===== config.mk =====
export PLATFORM = sky130hd
export DESIGN_NAME = uart_tx_scheduler
export DESIGN_NICKNAME = d
export VERILOG_FILES = /design/src/rtl/uart_tx_scheduler.sv
export SDC_FILE = /design/constraint.sdc
export NUM_CORES = 1
export LEC_CHECK = 0
export ABC_AREA = 1
export CAP_MARGIN = 15
export CORE_MARGIN = 2
export CORE_UTILIZATION = 32
export CTS_CLUSTER_DIAMETER = 40
export DETAILED_ROUTE_END_ITERATION = 12
export GPL_TIMING_DRIVEN = 0
export SYNTH_ARGS = -nofsm -noshare
export SYNTH_HDL_FRONTEND = slang
export SYNTH_SLANG_ARGS = --single-unit
export TNS_END_PERCENT = 100

===== constraint.sdc =====
create_clock -name clock -period 1.66 [get_ports clock]
set_input_delay 0.332 -clock clock [delete_from_list [all_inputs] [get_ports clock]]
set_output_delay 0.332 -clock clock [all_outputs]
set_load 0.05 [all_outputs]

===== src/rtl/uart_tx_scheduler.sv =====
// ---------------------------------------------------------------------------
// uart_tx_scheduler
//
// Shares one uart_tx transmitter between NUM_REQ byte producers (mole-position
// updates, game-over code, score reports, ...). Each producer owns a one-deep
// latest-value slot. Pending slots are granted round-robin, and this block is
// the only driver of tx_start, pacing itself on tx_busy.
//
// Parameters
//   NUM_REQ      number of requester channels (2..8)
//   ACK_TIMEOUT  cycles to wait for tx_busy to rise after tx_start
//
// Ports
//   clock           in   system clock
//   reset           in   asynchronous active-low reset
//   req_valid       in   [NUM_REQ]     per-channel one-cycle request strobe
//   req_data        in   [8*NUM_REQ]   channel i byte in req_data[8*i+7:8*i]
//   req_pending     out  [NUM_REQ]     slot i holds an unsent byte
//   overflow        out  [NUM_REQ]     sticky: slot i overwritten before sent
//   clear_overflow  in   one-cycle pulse clearing all overflow bits
//   tx_busy         in   uart_tx frame in progress
//   tx_start        out  one-cycle start strobe to uart_tx
//   tx_data         out  [8]  byte to uart_tx, changes only on grant edges
//   grant_id        out  [3]  channel of the byte currently / last sent
//   tx_error        out  sticky: a tx_start saw no tx_busy within ACK_TIMEOUT
// ---------------------------------------------------------------------------
module uart_tx_scheduler #(
  parameter int NUM_REQ     = 4,
  parameter int ACK_TIMEOUT = 16
) (
  input  logic                 clock,
  input  logic                 reset,
  input  logic [NUM_REQ-1:0]   req_valid,
  input  logic [8*NUM_REQ-1:0] req_data,
  output logic [NUM_REQ-1:0]   req_pending,
  output logic [NUM_REQ-1:0]   overflow,
  input  logic                 clear_overflow,
  input  logic                 tx_busy,
  output logic                 tx_start,
  output logic [7:0]           tx_data,
  output logic [2:0]           grant_id,
  output logic                 tx_error
);

  localparam int IW = $clog2(NUM_REQ);
  localparam int CW = $clog2(ACK_TIMEOUT + 1);

  typedef enum logic [1:0] {
    IDLE,
    WAIT_ACK,
    WAIT_DONE
  } state_e;

  state_e             state_q, state_d;
  logic [CW-1:0]      cnt_q, cnt_d;
  logic [IW-1:0]      rr_q, rr_d;

  logic [7:0]         slot_q [NUM_REQ];
  logic [7:0]         slot_d [NUM_REQ];
  logic [NUM_REQ-1:0] pending_q, pending_d;
  logic [NUM_REQ-1:0] overflow_q, overflow_d;

  logic               tx_start_q, tx_start_d;
  logic [7:0]         tx_data_q, tx_data_d;
  logic [2:0]         grant_q, grant_d;
  logic               err_q, err_d;

  logic               grant_vld;
  logic [IW-1:0]      grant_idx;
  logic               ack_timeout;

  // Round-robin pick: first pending channel at or after rr_q, wrapping.
  // A grant is only issued from IDLE; tx_busy is deliberately not consulted.
  always_comb begin
    int unsigned sum;
    logic [IW-1:0] idx;
    sum       = 0;
    idx       = '0;
    grant_vld = 1'b0;
    grant_idx = '0;
    for (int unsigned k = 0; k < NUM_REQ; k++) begin
      sum = 32'(rr_q) + k;
      if (sum >= NUM_REQ) sum = sum - NUM_REQ;
      idx = sum[IW-1:0];
      if (!grant_vld && pending_q[idx]) begin
        grant_vld = 1'b1;
        grant_idx = idx;
      end
    end
    if (state_q != IDLE) grant_vld = 1'b0;
  end

  assign ack_timeout = (state_q == WAIT_ACK) && !tx_busy &&
                       (cnt_q == CW'(ACK_TIMEOUT - 1));

  // Slot update. The grant clears pending first so that a request landing on
  // the grant edge of its own channel reloads the slot without flagging overflow;
  // overflow clear is applied before the sets so a same-edge set wins.
  always_comb begin
    pending_d  = pending_q;
    overflow_d = overflow_q;
    for (int unsigned i = 0; i < NUM_REQ; i++) slot_d[i] = slot_q[i];
    if (grant_vld) pending_d[grant_idx] = 1'b0;
    if (clear_overflow) overflow_d = '0;
    for (int unsigned i = 0; i < NUM_REQ; i++) begin
      if (req_valid[i]) begin
        if (pending_d[i]) overflow_d[i] = 1'b1;
        slot_d[i]    = req_data[8*i +: 8];
        pending_d[i] = 1'b1;
      end
    end
  end

  // FSM: state register
  always_ff @(posedge clock or negedge reset) begin
    if (!reset) begin
      state_q <= IDLE;
      cnt_q   <= '0;
    end else begin
      state_q <= state_d;
      cnt_q   <= cnt_d;
    end
  end

  // FSM: next-state logic
  always_comb begin
    state_d = state_q;
    cnt_d   = cnt_q;
    unique case (state_q)
      IDLE: begin
        if (grant_vld) begin
          state_d = WAIT_ACK;
          cnt_d   = '0;
        end
      end
      WAIT_ACK: begin
        if (tx_busy) begin
          state_d = WAIT_DONE;
          cnt_d   = '0;
        end else if (ack_timeout) begin
          state_d = IDLE;
          cnt_d   = '0;
        end else begin
          cnt_d = cnt_q + 1'b1;
        end
      end
      WAIT_DONE: begin
        if (!tx_busy) state_d = IDLE;
      end
      default: begin
        state_d = IDLE;
        cnt_d   = '0;
      end
    endcase
  end

  // FSM: output logic (registered outputs, next values)
  always_comb begin
    tx_start_d = 1'b0;
    tx_data_d  = tx_data_q;
    grant_d    = grant_q;
    rr_d       = rr_q;
    err_d      = err_q;
    if (grant_vld) begin
      tx_start_d = 1'b1;
      tx_data_d  = slot_q[grant_idx];
      grant_d    = 3'(grant_idx);
      rr_d       = (grant_idx == IW'(NUM_REQ - 1)) ? '0 : grant_idx + 1'b1;
    end
    if (ack_timeout) err_d = 1'b1;
  end

  always_ff @(posedge clock or negedge reset) begin
    if (!reset) begin
      rr_q       <= '0;
      pending_q  <= '0;
      overflow_q <= '0;
      tx_start_q <= 1'b0;
      tx_data_q  <= '0;
      grant_q    <= '0;
      err_q      <= 1'b0;
      for (int unsigned i = 0; i < NUM_REQ; i++) slot_q[i] <= '0;
    end else begin
      rr_q       <= rr_d;
      pending_q  <= pending_d;
      overflow_q <= overflow_d;
      tx_start_q <= tx_start_d;
      tx_data_q  <= tx_data_d;
      grant_q    <= grant_d;
      err_q      <= err_d;
      for (int unsigned i = 0; i < NUM_REQ; i++) slot_q[i] <= slot_d[i];
    end
  end

  assign req_pending = pending_q;
  assign overflow    = overflow_q;
  assign tx_start    = tx_start_q;
  assign tx_data     = tx_data_q;
  assign grant_id    = grant_q;
  assign tx_error    = err_q;

endmodule


==> flow_summary_export.csv <==
group,metric,value,unit
layout,drive_gt1_frac,0.2782,
logic_synthesis,yosysWarnings,0,
logic_synthesis,synth_nets,426,
pwr,p_sw_frac,0.4914,
worst_hold_path,min_to,"overflow[2]$_DFF_PN0_",
timing,max_freq,529.5,MHz
pwr,pwr-share-comb,0.640,
pwr,internal-power,4.617,mW
global_route,grt_pass1_wl,12700,um
worst_setup_path,crit_required,1.89,ns
layout,diodes,0,
pwr,total_power,9.078,mW
layout,nets,515,
timing,drv_slew,0,
layout,final_util,0.4783,
worst_setup_path,crit_arrival,2.12,ns
global_route,grt_max_degree,38,
route,drt_pre_antenna_iters,4,
run_status,status,"finished with violations",
worst_setup_path,endpoint_kind,"flop",
timing,slew_headroom,0.6204,
cts,clk_pin_slew,0.07,ns
timing,rsz0062_at_grt,"yes",
timing,setup_tns,-4.054,ns
worst_setup_path,r2r_cells,14,
global_route,antenna_found_initial,0,
logic_synthesis,netlist_area,0.003000,mm2
timing,fin_skew,0.008781,ns
timing,setup_slack,-0.2287,ns
cts,cts_sinks,61,
route,drc,0,
logic_synthesis,yosysUniqueCellTypes,28,
cts,clk_latency,0.34,ns
logic_synthesis,synthArstFlopShare,1.000,
worst_setup_path,rr_endpoint,"tx_data[2]$_DFFE_PN0N_",
floorplan,die_area,0.01017,mm2
worst_setup_path,slowest_delay,0.49,ns
cts,cts-htree-levels,3,
run_status,violations,"negative setup slack",
timing,period_minus_slack,1.889,ns
worst_setup_path,critPathLaunchType,"flop",
layout,layout_commonest_cell,"nand2_1",
logic_synthesis,synth_edf_count,0,
timing,fin_crit_sh,1.138,
timing,whs,0.4770,ns
worst_setup_path,crit_path_top_delay_cell,"dfrtp_2",
worst_setup_path,critPathTopFamily,"simple AND/OR/NAND/NOR gates",
pwr,power_frac_clock,0.124,
place,place.gp.congestion,0.7916,
floorplan,rows,35,
floorplan,die_y,100.8,um
layout,layout_common_cells,"95 x nand2_1, 56 x dfrtp_1, 50 x inv_1, 38 x clkdlybuf4s50_1, 36 x o21ai_0",
global_route,grt_pass1_vias,2744,
timing,hold_viol_final,0,
timing,tightest_slew,0.5693,ns
logic_synthesis,synth-seq-cells,61,
worst_setup_path,path_class,"reg2reg",
place,dp.cells,555,
global_route,grt_overflow,0,
place,dp_slack,-0.2909,ns
cts,clock_path_buffers,2,
route,routed_wl,7923,um
pwr,peakVddDrop,1.054,mV
floorplan,start_util,0.3278,
place,dpl.hpwl,5494,um
logic_synthesis,synth_area_per_cell,7.813,um2
route,wl_per_cell,13.45,um
floorplan,pin_count,61,
route,drt_iter0_drc,81,
timing,setup_viol,26,
route,post_drt_via_cell_ratio,4.723,
cts,cts_tree,"yes",
logic_synthesis,synthCells,384,
run,maxCapViolCount,0,
worst_setup_path,critical_path.max_fanout,6,
route,drtAntennaViolNets,0,
cts,root_buffer,"clkbuf_8",
pwr,netSwitchingPower,4.461,mW
layout,final_area,0.004378,mm2
worst_setup_path,r2r_setup_slack,-0.23,ns
logic_synthesis,synthFlopType,"dfrtp_1",
place,port_buffers,59,
worst_hold_path,min_path_type,"reg2reg",
global_route,grt_use_total,0.1611,
route,vias,2782,
worst_hold_path,hold_path_depth,2,
place,dpl_cell_area,0.003801,mm2
worst_setup_path,critPathBufInv,2,
worst_setup_path,r2r-start,"rr_q[1]$_DFFE_PN0N_",
layout,synthToLayoutAreaGrowth,45.91,%
cts,numCtsBuffers,9,
logic_synthesis,ys_seq_area_frac,0.5088,
pwr,p_leak,2.174,nW
worst_hold_path,hp-start,"overflow[2]$_DFF_PN0_",
pwr,pwr-share-seq,0.236,
floorplan,fp.dieW,100.8,um
floorplan,coreArea,0.009153,mm2
pwr,power.density,2074,mW/mm2
layout,finalNonFillerCells,589,
worst_setup_path,path_cells,"inv_4 > nand2_4 > nand2_2 > nand2_2 > nand2_4 > nor2_4 > nand3_4 > nand3_4 > buf_6 > nand2_2 > nand3_2 > nand2_1 > nand2_1 > nand2_1",
[synth_stat cells (2+ instances only)]
cell type | instances | share of area
inv_2 | 2 | 0.0025
nor2_1 | 8 | 0.010
nand4_1 | 16 | 0.033
a21boi_0 | 2 | 0.0050
nor3_1 | 5 | 0.0083
nand3_2 | 2 | 0.0067
dfrtp_1 | 61 | 0.51
nand2_1 | 136 | 0.17
o21ai_0 | 39 | 0.065
a21oi_1 | 2 | 0.0033
ha_1 | 2 | 0.0083
buf_4 | 4 | 0.010
o21ai_1 | 3 | 0.0050
nand3_1 | 25 | 0.042
buf_2 | 6 | 0.010
inv_1 | 56 | 0.070
clkbuf_1 | 4 | 0.0050
[sequential cells by signal, summed over array words and instances, names as in the netlist]
| signal | cells |
|---|---|
| req_pending | 4 |
| cnt_q | 5 |
| tx_data | 8 |
| overflow | 4 |
| slot_q | 32 |
| state_q | 2 |
| rr_q | 2 |
| tx_start | 1 |
| tx_error | 1 |
| grant_id | 2 |
[tightest hold or removal path, delay by kind of cell (launching register included)]
family | cells | cell delay [ns]
flops | 1 | 0.34
simple gates | 1 | 0.06
compound gates | 1 | 0.05
[power by group through the flow]
stage               sequential [mW]  clock [mW]  combinational (mW)
floorplan                      2.84           0                2.54
global placement               2.13           0                4.41
detailed placement             2.14           0                4.50
CTS                            2.12        1.17                5.30
global route                   2.19        1.21                6.30
finish                         2.14        1.13                5.81
[routing by layer]
layer  track usage  wire length [um]  up-vias
li1              -                 -     1392
met1        0.2090              3621     1313
met2        0.2610              3824       66
met3       0.02705               342       11
met4       0.07798               133        0
met5             0                 0        -
[what timing repair did]
item | CTS | global route
hold buffers | 1 | 0
setup endpoints to repair | 47 | 28
cloned | 5 | 0
buffers inserted | 8 | 4
endpoints found under the hold margin | 24 | 0
gates resized for setup | 77 | 34
pin swaps | 18 | 28
[cell type report]
class,instances,area (um2)
timing repair inverter,1,6.256
inverter,59,231.5
sequential,61,1533
clock buffer,14,152.6
clock inverter,2,10.01
timing repair buffer,76,719.4
multi-input combinational,250,1470
tap,111,138.9
fill,892,4775
buffer,15,116.4
[how the worst max path moves through the flow]
stage                             startpoint                       end  slack (ns)  cells past startpoint
floorplan           req_pending[1]$_DFF_PN0_     overflow[2]$_DFF_PN0_       -0.09                     14
global placement                       reset  req_pending[3]$_DFF_PN0_       -1.90                      1
detailed placement       rr_q[0]$_DFFE_PN0N_     overflow[3]$_DFF_PN0_       -0.29                     14
CTS                      rr_q[0]$_DFFE_PN0N_    tx_data[2]$_DFFE_PN0N_       -0.22                     14
global route             rr_q[1]$_DFFE_PN0N_  req_pending[1]$_DFF_PN0_       -0.34                     14
finish                   rr_q[1]$_DFFE_PN0N_    tx_data[2]$_DFFE_PN0N_       -0.23                     14
[kinds of logic after synthesis]
| kind of cell | Yosys count | share of synthesized area |
|---|---|---|
| adder cells (fa/ha/maj) | 2 | 0.008339 |
| buffers and inverters | 74 | 0.1043 |
| other | 1 | 0.001250 |
| AO/OA/AOI/OAI | 49 | 0.08966 |
| flip-flops | 61 | 0.5088 |
| AND/OR/NAND/NOR | 197 | 0.2877 |
No activity file was read; power rests on OpenSTA's default activity.
